File: config.mk
export PLATFORM = sky130hd
export DESIGN_NAME = vca_pwmdac_multi_flat
export DESIGN_NICKNAME = d
export VERILOG_FILES = /design/src/rtl/vca_pwmdac_multi_if.sv /design/src/rtl/vca_pwmdac_multi.sv /design/src/flat_wrapper.sv
export SDC_FILE = /design/constraint.sdc
export NUM_CORES = 1
export LEC_CHECK = 0
export BUFFER_PORTS_ARGS = -buffer_cell sky130_fd_sc_hd__buf_2
export CORE_MARGIN = 3
export CORE_UTILIZATION = 55
export CTS_CLUSTER_DIAMETER = 40
export DETAILED_ROUTE_END_ITERATION = 16
export GPL_TIMING_DRIVEN = 0
export PLACE_DENSITY = 0.83
export SYNTH_ARGS = -nofsm -noshare
export SYNTH_HDL_FRONTEND = slang
export SYNTH_SLANG_ARGS = --single-unit
File: constraint.sdc
create_clock -name clk -period 3 [get_ports clk]
set_input_delay 0.15 -clock clk [delete_from_list [all_inputs] [get_ports clk]]
set_output_delay 0.15 -clock clk [all_outputs]
set_load 0.005 [all_outputs]
File: src/rtl/vca_pwmdac_multi_if.sv
// Bundles the per-channel target/mode inputs and the DAC-side outputs of vca_pwmdac_multi.
//   in_data     : CHANNELS*WIDTH targets, channel c at [c*WIDTH +: WIDTH]
//   mode        : 0 = PWM, 1 = sigma-delta (takes effect at the next period boundary)
//   sout        : per-channel 1-bit DAC outputs
//   settled     : per-channel "level equals target" flags
//   period_tick : one-clock pulse following each period boundary
// master = voice/envelope side, slave = the DAC block.
interface vca_pwmdac_multi_if #(
   parameter int unsigned WIDTH    = 8,
   parameter int unsigned CHANNELS = 4
);
   logic [CHANNELS*WIDTH-1:0] in_data;
   logic                      mode;
   logic [CHANNELS-1:0]       sout;
   logic [CHANNELS-1:0]       settled;
   logic                      period_tick;

   modport master (
      output in_data,
      output mode,
      input  sout,
      input  settled,
      input  period_tick
   );

   modport slave (
      input  in_data,
      input  mode,
      output sout,
      output settled,
      output period_tick
   );
endinterface

File: src/rtl/vca_pwmdac_multi.sv
// Multi-channel slew-limited 1-bit DAC for VCA/CV outputs.
// Each channel's level walks toward its target by at most SLEW_STEP per 2^WIDTH-clock period and
// is rendered either as PWM (level > cnt) or as a first-order sigma-delta carry stream.
//   clk   : system clock, rising edge
//   rst_n : asynchronous active-low reset
//   bus   : slave side of vca_pwmdac_multi_if (in_data, mode in; sout, settled, period_tick out)
module vca_pwmdac_multi #(
   parameter int unsigned WIDTH     = 8,
   parameter int unsigned CHANNELS  = 4,
   parameter int unsigned SLEW_STEP = 1
) (
   input  logic                clk,
   input  logic                rst_n,
   vca_pwmdac_multi_if.slave   bus
);

   localparam logic [WIDTH:0] Step = (WIDTH+1)'(SLEW_STEP);

   logic [WIDTH-1:0]    cnt_q, cnt_d;
   logic [WIDTH-1:0]    level_q [CHANNELS];
   logic [WIDTH-1:0]    level_d [CHANNELS];
   logic [WIDTH-1:0]    acc_q   [CHANNELS];
   logic [WIDTH-1:0]    acc_d   [CHANNELS];
   logic                mode_q, mode_d;
   logic [CHANNELS-1:0] sout_q, sout_d;
   logic [CHANNELS-1:0] settled_q, settled_d;
   logic                tick_q, tick_d;

   logic                boundary;
   logic                mode_flip;
   logic [WIDTH-1:0]    target [CHANNELS];
   logic [WIDTH:0]      sum    [CHANNELS];
   logic [WIDTH:0]      up     [CHANNELS];
   logic [WIDTH:0]      dn     [CHANNELS];

   always_comb begin
      boundary  = (cnt_q == '0);
      mode_flip = boundary && (bus.mode != mode_q);
      cnt_d     = cnt_q + 1'b1;
      tick_d    = boundary;
      mode_d    = boundary ? bus.mode : mode_q;
      sout_d    = '0;
      settled_d = '0;
      for (int unsigned c = 0; c < CHANNELS; c++) begin
         target[c] = bus.in_data[c*WIDTH +: WIDTH];
         sum[c]    = {1'b0, acc_q[c]} + {1'b0, level_q[c]};
         up[c]     = {1'b0, target[c]} - {1'b0, level_q[c]};
         dn[c]     = {1'b0, level_q[c]} - {1'b0, target[c]};

         // Output uses the mode in force before this edge; a new mode starts next cycle.
         sout_d[c]    = mode_q ? sum[c][WIDTH] : (level_q[c] > cnt_q);
         settled_d[c] = (level_q[c] == target[c]);

         // Accumulators only run in sigma-delta and restart from 0 on any mode switch.
         acc_d[c] = acc_q[c];
         if (mode_flip) begin
            acc_d[c] = '0;
         end else if (mode_q) begin
            acc_d[c] = sum[c][WIDTH-1:0];
         end

         // Step toward the target; a remaining distance <= Step lands exactly on it.
         level_d[c] = level_q[c];
         if (boundary) begin
            if (SLEW_STEP == 0) begin
               level_d[c] = target[c];
            end else if (target[c] > level_q[c]) begin
               level_d[c] = (up[c] > Step) ? level_q[c] + Step[WIDTH-1:0] : target[c];
            end else if (target[c] < level_q[c]) begin
               level_d[c] = (dn[c] > Step) ? level_q[c] - Step[WIDTH-1:0] : target[c];
            end
         end
      end
   end

   always_ff @(posedge clk or negedge rst_n) begin
      if (!rst_n) begin
         cnt_q     <= '0;
         mode_q    <= 1'b0;
         sout_q    <= '0;
         settled_q <= '0;
         tick_q    <= 1'b0;
         for (int unsigned c = 0; c < CHANNELS; c++) begin
            level_q[c] <= '0;
            acc_q[c]   <= '0;
         end
      end else begin
         cnt_q     <= cnt_d;
         mode_q    <= mode_d;
         sout_q    <= sout_d;
         settled_q <= settled_d;
         tick_q    <= tick_d;
         for (int unsigned c = 0; c < CHANNELS; c++) begin
            level_q[c] <= level_d[c];
            acc_q[c]   <= acc_d[c];
         end
      end
   end

   assign bus.sout        = sout_q;
   assign bus.settled     = settled_q;
   assign bus.period_tick = tick_q;

endmodule

File: src/flat_wrapper.sv
// flat-port wrapper written by rule: the top's interface ports become plain ports
module vca_pwmdac_multi_flat 
#(
   parameter int unsigned WIDTH     = 8,
   parameter int unsigned CHANNELS  = 4,
   parameter int unsigned SLEW_STEP = 1
)
  (clk, rst_n, bus_in_data, bus_mode, bus_sout, bus_settled, bus_period_tick);
  vca_pwmdac_multi_if #(.WIDTH(WIDTH), .CHANNELS(CHANNELS)) bus_i ();
  input  logic clk;
  input  logic rst_n;
  input wire logic [$bits(bus_i.in_data)-1:0] bus_in_data;
  input wire logic [$bits(bus_i.mode)-1:0] bus_mode;
  output wire logic [$bits(bus_i.sout)-1:0] bus_sout;
  output wire logic [$bits(bus_i.settled)-1:0] bus_settled;
  output wire logic [$bits(bus_i.period_tick)-1:0] bus_period_tick;
  assign bus_i.in_data = bus_in_data;
  assign bus_i.mode = bus_mode;
  assign bus_sout = bus_i.sout;
  assign bus_settled = bus_i.settled;
  assign bus_period_tick = bus_i.period_tick;
  vca_pwmdac_multi #(.WIDTH(WIDTH), .CHANNELS(CHANNELS), .SLEW_STEP(SLEW_STEP)) u_core (.clk(clk), .rst_n(rst_n), .bus(bus_i));
endmodule
==> run metrics <==
Final WS setup -0.0258 ns; vias in the first global route 9075; # placed instances 1419; Synth Instances 1155; Max Slew Vio Count 0; Cell Rows 47; number of diodes 0; maximum clock path buffer count 2; power share of the clock group between 20% and 30%; Reg clk slew, reported paths 0.07 ns; gr usage total 26.6%; post-DP HPWL 18900 µm; Starting Density between 50% and 60%; grt met1 use a little over a third; Arrival @ worst endpoint 3.25 ns; Final Cell Area 0.0119 mm²; Post-DRT Antenna Nets 0; # DRC 0; switching power roughly 2100 µW; setup repair after global routing missed its margin yes; commonest register cell after synthesis dfrtp_1; Critical-path top delay cell or4_1; Routed WL 28600 µm; max cap viols 0; register area share after synthesis 21.2%; layout cells sized above 1 23.7%; fmax about 330 MHz; skew final 0.00850 ns; Pleak 0.00525 µW; CTS buffer count 9; first-pass GRT wire length 43500 µm; Tightest Pin Transition around 0.63 ns; die width 139 µm; final hold viol count 0; post-route non-filler standard cell count roughly 1500; initial antenna violation count 0; CP Cell Sequence ha_1 -> clkbuf_4 -> nand2_1 -> o211a_1 -> nor4_2 -> a31oi_1 -> or4_1 -> buf_6 -> a31o_1 -> a221o_1; Tcrit/Tclk final 101%; Routability Congestion 0.929; CTS tree done; Switching Share 39.3%; Worst EP required 3.23 ns; Avg Inst Size Synth ~8.4 µm²; Nets about 1500; part of the power in registers 29.1%; # clock sinks 82; met3 Use GR 4.66%; CP Capture Type flop; DIE AREA between 0.015 and 0.02 mm²; Avg WL per Cell roughly 19 µm; first-pass iteration count of the detailed router 6; PwrDens 445 mW/mm²; status complete, but fails checks; failing checks setup timing; Max VDD drop 325 µV; grt peak-use layer met2; vias 9726; WS Path Type flop to flop; power share of the combinational group 49.1%; DRT iter0 DRCs 817; CP startpoint kind flop; Hold WC Path Type input port to flop; Placed Area 0.0102 mm²; Syn-to-layout area delta 23.0%; clk_lat worst skew 0.35 ns; Net Count, Synth 1344; Vert. Die Dim 139 µm; root buf cell clkbuf_16; IO Port Bufs 43; final setup vio count 3; CTS H-tree lvls 3; Cell Area, Synth between 0.009 and 0.01 mm²; post-layout min period 3.03 ns; core area 0.0169 mm²; M2 GR Usage 44.3%; Distinct cells, synth 75; IO Pins 44; pin count of the biggest net entering global routing 66; Synth Register Bits slightly above 80; CP max FO 9; max incr delay on CP 0.56 ns; Ys Warns 0; Power Internal 3210 µW; gr ovfl total 0; ys async rst share 100%; max_slew headroom 57.8%; Post-synth EDFFs 0; post-DR vias/cell 6.52
==> per-stage QoR <==
stage	utilization [%]	power, µW	hold slack [ns]	worst slack, ns	TNS [ns]
after floorplan	-	3280	-0.146	0.0839	0
after global placement	60.2	3680	0.431	-0.666	-15.34
after detailed placement	60.3	3800	0.0496	-0.647	-15.58
after CTS	64.3	5020	0.0841	-0.000219	-0.000219
after global routing	70.4	5640	0.0976	-0.123	-1.02
final	70.4	5290	0.0869	-0.0258	-0.0517
==> cell type report <==
cell class              count  area, µm²
plain buffers              32        220
clock buffers               9        225
clock inverters             7       76.3
fillers                  1232       4990
inverters                 114        439
multi-input cells         921       7830
flip-flops and latches     82       2080
well taps                 220        275
repair buffers            107        739
==> power by group through the flow <==
| stage | Sequential [µW] | Clock (µW) | Combinational (µW) |
|---|---|---|---|
| floorplan | 1500 | 0 | 1780 |
| global placement | 1550 | 0 | 2130 |
| detailed placement | 1550 | 0 | 2250 |
| CTS | 1540 | 1150 | 2330 |
| global route | 1570 | 1210 | 2860 |
| finish | 1540 | 1150 | 2600 |
==> worst paths after layout <==
check                                    from            endpoint  slack (ns)  cells after the start
hold / removal                bus_in_data[23]  u_core.level_q[15]        0.09                      2
setup / recovery           u_core.level_q[30]  u_core.level_q[29]       -0.03                     10
max in group asynchronous               rst_n  u_core.level_q[29]        2.16                      3
hold reg to reg               u_core.cnt_q[7]     u_core.cnt_q[7]        0.50                      1
setup reg to reg           u_core.level_q[30]  u_core.level_q[29]       -0.03                     10
min in group asynchronous               rst_n  u_core.bus.sout[1]        0.22                      2
==> critical path: cells and delay by family (launching register included) <==
| kind | cells | cell delay, ns |
|---|---|---|
| simple gates | 3 | 0.92 |
| compound gates | 4 | 0.94 |
| flops | 1 | 0.41 |
| buf+inv | 2 | 0.35 |
| fa+ha+maj | 1 | 0.28 |
==> placed cells by master (no fill, tap or decap), drive strengths merged, types with 10 or more instances in the layout <==
master and n:
a211oi 16, a21o 18, a21oi 75, a22o 33, a31oi 12, and3 10
buf 120, clkbuf 27, dfrtp 82, fa 12, ha 142, inv 113
mux2i 12, nand2 53, nand2b 17, nand3 32, nand4 15, nor2 80
nor2b 28, nor3 26, nor4 13, o211ai 13, o21a 22, o21ai 64
o21bai 18, o221ai 10, o31ai 13, or3 11, xnor2 46, xor2 16
==> cells by family after synthesis <==
family / Yosys count / share of synthesized area, %
simple gates: 309 / 16.5
flops: 82 / 21.2
buf+inv: 152 / 6.12
compound gates: 378 / 27.7
fa+ha+maj: 154 / 20.9
mux: 18 / 1.94
xor+xnor: 62 / 5.62
==> synthesized netlist by cell type, types with 5 or more instances <==
| cell | instances | area [µm²] |
|---|---|---|
| o21ai_0 | 39 | 195 |
| xor2_1 | 16 | 140 |
| o31ai_1 | 12 | 90.1 |
| a21o_1 | 18 | 135 |
| nand4_1 | 15 | 93.8 |
| a2111oi_0 | 6 | 52.6 |
| or3_1 | 11 | 68.8 |
| fa_1 | 12 | 240 |
| a211oi_1 | 15 | 113 |
| nor3_1 | 26 | 130 |
| and3_1 | 10 | 62.6 |
| o2111ai_1 | 5 | 43.8 |
| nor2_1 | 77 | 289 |
| a221o_1 | 8 | 80.1 |
| nand3_1 | 32 | 160 |
| a22o_1 | 33 | 289 |
| o311ai_1 | 5 | 43.8 |
| a21oi_1 | 75 | 375 |
| inv_1 | 110 | 413 |
| ha_1 | 142 | 1780 |
| o21a_1 | 22 | 165 |
| o22ai_1 | 9 | 56.3 |
| nand2b_1 | 17 | 106 |
| o221ai_1 | 10 | 87.6 |
| a31oi_1 | 12 | 75.1 |
| nor2b_1 | 28 | 175 |
| buf_2 | 14 | 70.1 |
| o21bai_1 | 18 | 135 |
| nand2_1 | 53 | 199 |
| mux2i_1 | 12 | 120 |
| o32ai_1 | 8 | 70.1 |
| nor4_1 | 12 | 75.1 |
| o21ai_1 | 25 | 125 |
| clkbuf_1 | 23 | 86.3 |
| o211ai_1 | 13 | 97.6 |
| dfrtp_1 | 82 | 2050 |
| xnor2_1 | 46 | 403 |
==> flip-flops by register name, indices dropped and copies added (netlist names) <==
name and count:
u_core.cnt_q 8, u_core.bus.settled 4, u_core.level_q 32, u_core.bus.period_tick 1, u_core.mode_q 1, u_core.acc_q 32
u_core.bus.sout 4
==> what timing repair did <==
action	CTS	global route
endpoints found under the hold margin	17	0
endpoints found under the setup margin	43	32
hold buffers	1	0
setup buffers	23	39
resized for setup	63	177
pin swaps	15	44
cloned	0	0
==> routing by layer <==
| layer | vias up | part of all wire (%) | routed length [µm] |
|---|---|---|---|
| met5 | - | 0 | 0 |
| met4 | 0 | 2.9 | 825 |
| met3 | 98 | 6.9 | 1960 |
| met2 | 506 | 49 | 14100 |
| met1 | 4633 | 41 | 11700 |
| li1 | 4489 | - | - |
No activity file was read; power rests on OpenSTA's default activity.
